$ cat config.mk
export PLATFORM = sky130hd
export DESIGN_NAME = alu_bit_serial
export DESIGN_NICKNAME = d
export VERILOG_FILES = /design/src/rtl/alu_pkg.sv /design/src/rtl/alu_top.sv /design/src/rtl/alu_bit_serial.sv
export SDC_FILE = /design/constraint.sdc
export NUM_CORES = 1
export LEC_CHECK = 0
export CAP_MARGIN = 20
export CORE_ASPECT_RATIO = 0.5
export CORE_MARGIN = 1
export CORE_UTILIZATION = 50
export CTS_CLUSTER_SIZE = 40
export DETAILED_ROUTE_END_ITERATION = 7
export PLACE_DENSITY = 0.73
export SYNTH_ARGS = -nofsm -noshare
export SYNTH_HDL_FRONTEND = slang
export SYNTH_SLANG_ARGS = --single-unit
$ cat constraint.sdc
create_clock -name clk -period 4.3 [get_ports clk]
set_clock_uncertainty 0.2 [all_clocks]
set_input_delay 0.86 -clock clk [delete_from_list [all_inputs] [get_ports clk]]
set_output_delay 0.86 -clock clk [all_outputs]
set_load 0.01 [all_outputs]
$ cat src/rtl/alu_pkg.sv
// Shared definitions for the bit-serial ALU sequencer.
// Control codes, FSM states and the slice control decode.
package alu_pkg;

  localparam logic [3:0] ALU_AND = 4'b0000;
  localparam logic [3:0] ALU_OR  = 4'b0001;
  localparam logic [3:0] ALU_ADD = 4'b0010;
  localparam logic [3:0] ALU_SUB = 4'b0110;
  localparam logic [3:0] ALU_SLT = 4'b0111;
  localparam logic [3:0] ALU_NOR = 4'b1100;

  localparam logic [1:0] OP_AND  = 2'b00;
  localparam logic [1:0] OP_OR   = 2'b01;
  localparam logic [1:0] OP_ADD  = 2'b10;

  typedef enum logic [1:0] {
    S_IDLE = 2'b00,
    S_RUN  = 2'b01,
    S_DONE = 2'b10
  } state_e;

  typedef struct packed {
    logic       a_inv;
    logic       b_inv;
    logic [1:0] op;
    logic       cin;
    logic       arith;
    logic       slt;
    logic       valid;
  } ctrl_t;

  function automatic ctrl_t decode(input logic [3:0] code);
    ctrl_t c;
    c       = '0;
    c.op    = OP_AND;
    c.valid = 1'b1;
    case (code)
      ALU_AND: c.op = OP_AND;
      ALU_OR:  c.op = OP_OR;
      ALU_ADD: begin
        c.op    = OP_ADD;
        c.arith = 1'b1;
      end
      ALU_SUB: begin
        c.b_inv = 1'b1;
        c.op    = OP_ADD;
        c.cin   = 1'b1;
        c.arith = 1'b1;
      end
      ALU_SLT: begin
        c.b_inv = 1'b1;
        c.op    = OP_ADD;
        c.cin   = 1'b1;
        c.arith = 1'b1;
        c.slt   = 1'b1;
      end
      ALU_NOR: begin
        c.a_inv = 1'b1;
        c.b_inv = 1'b1;
        c.op    = OP_AND;
      end
      default: c.valid = 1'b0;
    endcase
    return c;
  endfunction

endpackage

$ cat src/rtl/alu_top.sv
// 1-bit ALU slice: optional input inversion, then AND/OR/ADD/LESS.
// Carry out is always the full-adder carry of the inverted inputs.
module alu_top (
  input  logic       src1,
  input  logic       src2,
  input  logic       less,
  input  logic       A_invert,
  input  logic       B_invert,
  input  logic       cin,
  input  logic [1:0] operation,
  output logic       result,
  output logic       cout
);

  logic a;
  logic b;

  assign a = src1 ^ A_invert;
  assign b = src2 ^ B_invert;

  // Select the slice function
  always_comb begin
    result = 1'b0;
    case (operation)
      2'b00:   result = a & b;
      2'b01:   result = a | b;
      2'b10:   result = a ^ b ^ cin;
      default: result = less;
    endcase
  end

  assign cout = (a & b) | (a & cin) | (b & cin);

endmodule

$ cat src/rtl/alu_bit_serial.sv
// Bit-serial ALU: walks one alu_top slice across WIDTH bits,
// LSB first, with a start/busy/done handshake.
module alu_bit_serial
  import alu_pkg::*;
#(
  parameter int WIDTH = 32
) (
  input  logic             clk,
  input  logic             rst_n,
  input  logic             start,
  input  logic [WIDTH-1:0] src1,
  input  logic [WIDTH-1:0] src2,
  input  logic [3:0]       ALU_control,
  output logic             busy,
  output logic             done,
  output logic [WIDTH-1:0] result,
  output logic             zero,
  output logic             cout,
  output logic             overflow
);

  localparam int IW = (WIDTH > 1) ? $clog2(WIDTH) : 1;
  localparam logic [IW-1:0] LAST = IW'(WIDTH - 1);

  state_e           state_q, state_d;
  ctrl_t            ctl_q;
  logic [WIDTH-1:0] a_q, b_q, sr_q;
  logic [IW-1:0]    idx_q;
  logic             carry_q;
  logic             cin_msb_q, sum_msb_q;

  logic [WIDTH-1:0] res_q;
  logic             done_q, zero_q, cout_q, ovf_q;

  logic             accept, last;
  logic             sl_res, sl_cout;
  logic [WIDTH-1:0] fin_res;
  logic             fin_cout, fin_ovf;

  assign accept = (state_q == S_IDLE) && start;
  assign last   = (idx_q == LAST);

  alu_top u_slice (
    .src1      (a_q[idx_q]),
    .src2      (b_q[idx_q]),
    .less      (1'b0),
    .A_invert  (ctl_q.a_inv),
    .B_invert  (ctl_q.b_inv),
    .cin       (carry_q),
    .operation (ctl_q.op),
    .result    (sl_res),
    .cout      (sl_cout)
  );

  // State register
  always_ff @(posedge clk or negedge rst_n) begin
    if (!rst_n) state_q <= S_IDLE;
    else        state_q <= state_d;
  end

  // Next-state logic
  always_comb begin
    state_d = state_q;
    case (state_q)
      S_IDLE: if (start) state_d = S_RUN;
      S_RUN:  if (last)  state_d = S_DONE;
      S_DONE: state_d = S_IDLE;
      default: state_d = S_IDLE;
    endcase
  end

  // Operand latch, bit walk, carry chain and result shift
  always_ff @(posedge clk or negedge rst_n) begin
    if (!rst_n) begin
      a_q       <= '0;
      b_q       <= '0;
      sr_q      <= '0;
      ctl_q     <= '0;
      idx_q     <= '0;
      carry_q   <= 1'b0;
      cin_msb_q <= 1'b0;
      sum_msb_q <= 1'b0;
    end else if (accept) begin
      a_q     <= src1;
      b_q     <= src2;
      ctl_q   <= decode(ALU_control);
      idx_q   <= '0;
      carry_q <= decode(ALU_control).cin;
    end else if (state_q == S_RUN) begin
      sr_q    <= {sl_res, sr_q[WIDTH-1:1]};
      carry_q <= sl_cout;
      idx_q   <= idx_q + IW'(1);
      if (last) begin
        cin_msb_q <= carry_q;
        sum_msb_q <= sl_res;
      end
    end
  end

  // Final result and flags from the collected bits
  always_comb begin
    fin_ovf  = 1'b0;
    fin_cout = 1'b0;
    fin_res  = sr_q;
    if (ctl_q.valid && ctl_q.arith) begin
      fin_ovf  = cin_msb_q ^ carry_q;
      fin_cout = carry_q;
    end
    if (!ctl_q.valid)
      fin_res = '0;
    else if (ctl_q.slt)
      fin_res = {{(WIDTH-1){1'b0}}, sum_msb_q ^ fin_ovf};
  end

  // Output registers, loaded only at the done edge
  always_ff @(posedge clk or negedge rst_n) begin
    if (!rst_n) begin
      done_q <= 1'b0;
      res_q  <= '0;
      zero_q <= 1'b0;
      cout_q <= 1'b0;
      ovf_q  <= 1'b0;
    end else begin
      done_q <= (state_q == S_DONE);
      if (state_q == S_DONE) begin
        res_q  <= fin_res;
        zero_q <= (fin_res == '0);
        cout_q <= fin_cout;
        ovf_q  <= fin_ovf;
      end
    end
  end

  assign busy     = (state_q != S_IDLE);
  assign done     = done_q;
  assign result   = res_q;
  assign zero     = zero_q;
  assign cout     = cout_q;
  assign overflow = ovf_q;

endmodule

Word level (Yosys, flattened, before mapping). Index checks and enable logic that the tools add are counted.

Add/subtract/negate cells: 1. Order comparisons: 1. Eq/ne operators: 12. Multiplexer cells: 23. Bitwise operators: 13. Reduce and logical (&&, ||, !) cells: 15.

Operator list (count): 32-bit two-way mux (2); 32-bit zero test (1); 1-bit two-way mux (12); 1-bit binary-select mux with 5-bit select (2); 5-bit two-way mux (2); 4-bit by 3-bit equality test with 1-bit output (second input constant) (2); 2-bit one-hot mux with 2 select lines (2); 5-bit by 6-bit < comparator with 1-bit output (second input constant) (1); 3-bit OR reduction (2); 6-bit OR reduction (1); 1-bit XOR (6); 5-bit by 1-bit adder with 5-bit output (second input constant) (1); 5-bit equality test (second input constant) (1); 2-bit by 1-bit equality test with 1-bit output (second input constant) (2); 2-bit equality test (second input constant) (2); 4-bit by 1-bit equality test with 1-bit output (second input constant) (1); 4-bit by 2-bit equality test with 1-bit output (second input constant) (1); 4-bit equality test (second input constant) (1); 2-bit zero test (2); 4-bit zero test (1); 2-bit two-way mux (2); 2-bit inequality test (second input constant) (2); 2-bit AND reduction (2); 2-bit nonzero test (2); other kinds (7) (12).

Register bits: 149. Bits of input ports: 71. Output and inout port bits: 37. Logic and storage cells: 84.

Logic depth before layout (Yosys ltp). Gate-level depths: netlist of the first run.

Word-level depth: 8. Gate-level depth with buffers: 11. Mapped depth without buffers: 9.

Cells and area by module. From an unflattened synthesis of the first run, not the netlist that was laid out.

Cells, all modules: 672. Area, all modules: 6452.4 um2.

By module, submodules not included: alu_bit_serial (times used 1, cells an instance 663, area each 6356.1 um2, sequential area each 3728.6 um2); alu_top (times used 1, cells an instance 9, area each 96.3 um2, sequential area each 0.0 um2).

Least setup slack after synthesis of the first run. OpenSTA, ideal clock, no wires.

Kind: reg2reg. Start: register idx_q[0]. End: register sr_q[31]. Setup time: 0.135 ns. Data arrival time: 2.595 ns. Data required time: 3.965 ns. Slack: 1.369 ns. Stages on the path, launching flop included: 12. Buffers on the path: 2. Clock period less this slack: 2.931 ns. Path through: dfrtp_1 > buf_6 > buf_12 > mux2i_1 > a22oi_1 > a21oi_1 > nor4_2 > xor2_1 > fa_1 > mux2_2 > o21ai_0 > o21ai_0.

Cells in the longest elaborated chain, start to end: 6. Elaborated cells on any way between the ends: 11. Classes of those cells: mux (5); bitwise (6).

Ends and longest elaborated chain: start, declared (RTL line alu_bit_serial.sv:28) `logic [IW-1:0] idx_q;`; start signal, assigned (RTL line alu_bit_serial.sv:92) `idx_q <= idx_q + IW'(1);`; 1-bit binary-select mux with 5-bit select, on equally long branches (RTL line alu_bit_serial.sv:44, alu_bit_serial.sv:45); 1-bit two-way mux, on equally long branches (RTL line alu_bit_serial.sv:44, alu_bit_serial.sv:45); 1-bit XOR, on equally long branches (RTL line alu_top.sv:18, alu_top.sv:19); 1-bit XOR (2 in series) (RTL line alu_top.sv:27) `2'b10: result = a ^ b ^ cin;`; 1-bit one-hot mux with 3 select lines * (RTL line alu_top.sv:24) `case (operation)`; end signal, assigned (RTL line alu_bit_serial.sv:90) `sr_q <= {sl_res, sr_q[WIDTH-1:1]};`; end, declared (RTL line alu_bit_serial.sv:27) `logic [WIDTH-1:0] a_q, b_q, sr_q;`.

Mark *: on every way between the ends. The rest lies on a longest branch, timed or not. The select of a mux whose other input is x is not followed. A chain may end at the register's enable or synchronous reset.

Worst setup path in the final report of the first run. Ends and elaborated chain as after synthesis.

==> results of run 1 <==
-- cell families after synthesis --
group | share of synthesized area (%)
adder cells (fa/ha/maj) | 1.10
buffers and inverters | 2.90
AND/OR/NAND/NOR | 21.9
flip-flops | 58.4
XOR/XNOR | 1.10
multiplexers | 5.55
AO/OA/AOI/OAI | 9.06
-- final timing paths --
| kind | start | end | slack, ns | cells past startpoint |
|---|---|---|---|---|
| max reg2reg | idx_q[0] | sr_q[31] | 0.43 | 9 |
| min in group asynchronous | rst_n | b_q[26] | 0.35 | 1 |
| max | idx_q[0] | sr_q[31] | 0.43 | 9 |
| max in group asynchronous | rst_n | done | 2.63 | 2 |
| min reg2reg | a_q[18] | a_q[18] | 0.28 | 2 |
| min | a_q[18] | a_q[18] | 0.28 | 2 |
-- power by group --
part	switching, uW	internal, uW	leakage [uW]
Sequential	477	1880	0.00193
Clock	617	830	0.000275
Combinational	855	708	0.00184
Total	1950	3420	0.00404
-- flip-flops by register name, summed over array words and instances, names as in the netlist --
signal and count:
a_q 32, b_q 32, result 32, sr_q 32
ctl_q 7, idx_q 5, state_q 2, carry_q 1
cin_msb_q 1, cout 1, done 1, overflow 1
sum_msb_q 1, zero 1
-- routing by layer --
layer  track usage, %  vias up
met4             8.11        0
met2             38.8       93
li1                 -     2391
met5                0        -
met1             30.8     2374
met3             4.24       12
-- layout make-up --
class,count,share of cell area (%)
flip-flops and latches,149,45.7
multi-input cells,475,30.4
repair buffers,116,14.1
clock buffers,18,5.39
well taps,165,2.53
clock inverters,14,1.78
inverters,2,0.0921
-- worst min-delay path, stage by stage, from the launching register on --
cell and delay, ns:
dfrtp_1 0.34, nand2_1 0.05, nand2_1 0.06
-- per-stage QoR --
stage | setup slack (ns) | util, % | cells
2_1_floorplan | 1.37 | - | 663
3_3_place_gp | 0.853 | 62.3 | 906
3_5_place_dp | 0.619 | 62.3 | 906
4_1_cts | 0.473 | 67.1 | 938
5_1_grt | 0.273 | 67.3 | 939
6_report | 0.429 | 67.3 | 939
-- cells in the final DEF, fill, tap and decap left out, types with 2 or more instances in the layout --
cell type and n:
inv_6 5, o21ai_0 14, dfrtp_1 148, mux2i_1 32, nand4_1 2, nand3_1 5, nor4_2 2, a22oi_1 16
a211oi_1 2, nor2b_1 5, nand2b_1 6, mux2_2 3, nor2_1 7, clkdlybuf4s50_1 106, nor4_1 7, and3_1 2
ha_1 4, a22o_1 32, inv_1 2, clkinvlp_4 4, nand2_1 305, clkbuf_16 17, a21oi_1 10, buf_4 8
xor2_1 6, xnor2_1 2
==> results.cfg, run 1 <==
[status]
outcome = completed

[clock_tree]
cts_hold_buffers = 0
ctsResizeCount = 0
clk_latency_ns = 0.41
clkTransAtPathRegs_ns = 0.06
post_cts_buffers = 0
htreeDepth = 4
cts_tree = done
clkSinkCount = 149
cts_root_buf = clkbuf_16
cts_buffers = 17
cts_buffer_depth = 2

[worst_setup_path]
critPathMostFrequentCell = o21ai_0
path_class = flip-flop to flip-flop
crit_family = flip-flops
cp_cell_sequence = mux2i_1, a22oi_1, a21oi_1, nor4_2, xor2_1, fa_1, mux2_2, o21ai_0, o21ai_0
crit_path_start_kind = flip-flop
slowest_stage = dfrtp_2
cp_data_arrival_time_ns = 3.92
cpPeakStageDelay_ns = 0.98
critPathCaptureType = flip-flop
cp.required_ns = 4.35
path_buf_inv = 0
path_max_fanout = 37

[timing]
setup_viol = 0
timing.fmax_mhz = 258
fin_hold_ws_ns = 0.281
setup_tns_ns = 0
final_max_slew_viol_count = 0
rsz0062_at_grt = false
min_period_ns = 3.87
worst_pin_slew_ns = 0.937
hold_viol_final = 0
relSlewSlack_pct = 37.5
timing.final.crit_share_pct = 90.0

[detailed_routing]
routed_via_density = 5.19
wirelength_um = 13700
drc = 0
first_pass_iters = 5
drtAntennaViolNets = 0
highest_layer = met4
drt_iter0_drc = 382
vias = 4870
wl_met1_um = 6510
wl_met2_um = 6660
routedWlPerCell_um = 14.6
wl_met3_um = 416

[synthesis]
ys_types = 36
avgSynthCellArea_um2 = 9.63
synth_top_area_share_pct = 58.4
yosysTopAreaCell = dfrtp_1
yosys_register_bits = 149
ys.flop_type = dfrtp_1
yosysSeqAreaShare_pct = 58.4
ys_warn_count = 0
synthTopCellsByCount = nand2_1, dfrtp_1, a22o_1, mux2i_1, clkbuf_1
synth_edf_count = 0
postSynthCellCount = 663
synthArstFlopShare_pct = 100
synthMostInstantiatedCell = nand2_1
synth.cell_area_um2 = 6380
synth.area.top_cells = dfrtp_1, nand2_1, mux2i_1
synth.net_count = 739

[cells_and_area]
fin_area_um2 = 8150
diodes = 0
fin_nets = 837
multi_input_area_um2 = 2480
seq_area_um2 = 3730
fillCellCount = 988
area_delta_synth_final_pct = 27.7
post_route_cells_drive_above_1_share_pct = 6.72

[global_route]
grt_max_degree = 105
grt_overflow = 0
grt_usage_pct = 23.2
antenna_found_initial = 0
grt_pass1_wl_um = 23700
grt_pass1_vias = 4901

[power_and_ir_drop]
ir_drop_v = 0.000331
powerDensity_nw_per_um2 = 659
p_leak_uw = 0.00404
power_uw = 5370

[placement]
dp_hpwl_um = 9130
post_dp_cell_area_um2 = 7550
io_buffers = 107
gp_congestion = 0.820

[min_path]
hold_class = flip-flop to flip-flop

[floorplan]
die-width_um = 162
num_io_pins = 108
dieArea_um2 = 13200
start_util_pct = 52.7
die_y_um = 81.9
num_rows = 28
core_um2 = 12100

[flow_run]
maxCapViolations = 0
(Power assumes the default switching activity.)
==> inputs of run 2 (changes only) <==
CTS_BUF_LIST = sky130_fd_sc_hd__clkbuf_4 sky130_fd_sc_hd__clkbuf_8 sky130_fd_sc_hd__clkbuf_16   (was not set)
==> results of run 2 <==
Final layout, timing and power as in run 1 (identical DEF).
==> inputs of run 3 (changes only) <==
SKIP_LAST_GASP = 1   (was not set)
==> results of run 3 <==
Final layout, timing and power as in run 1 (identical DEF).
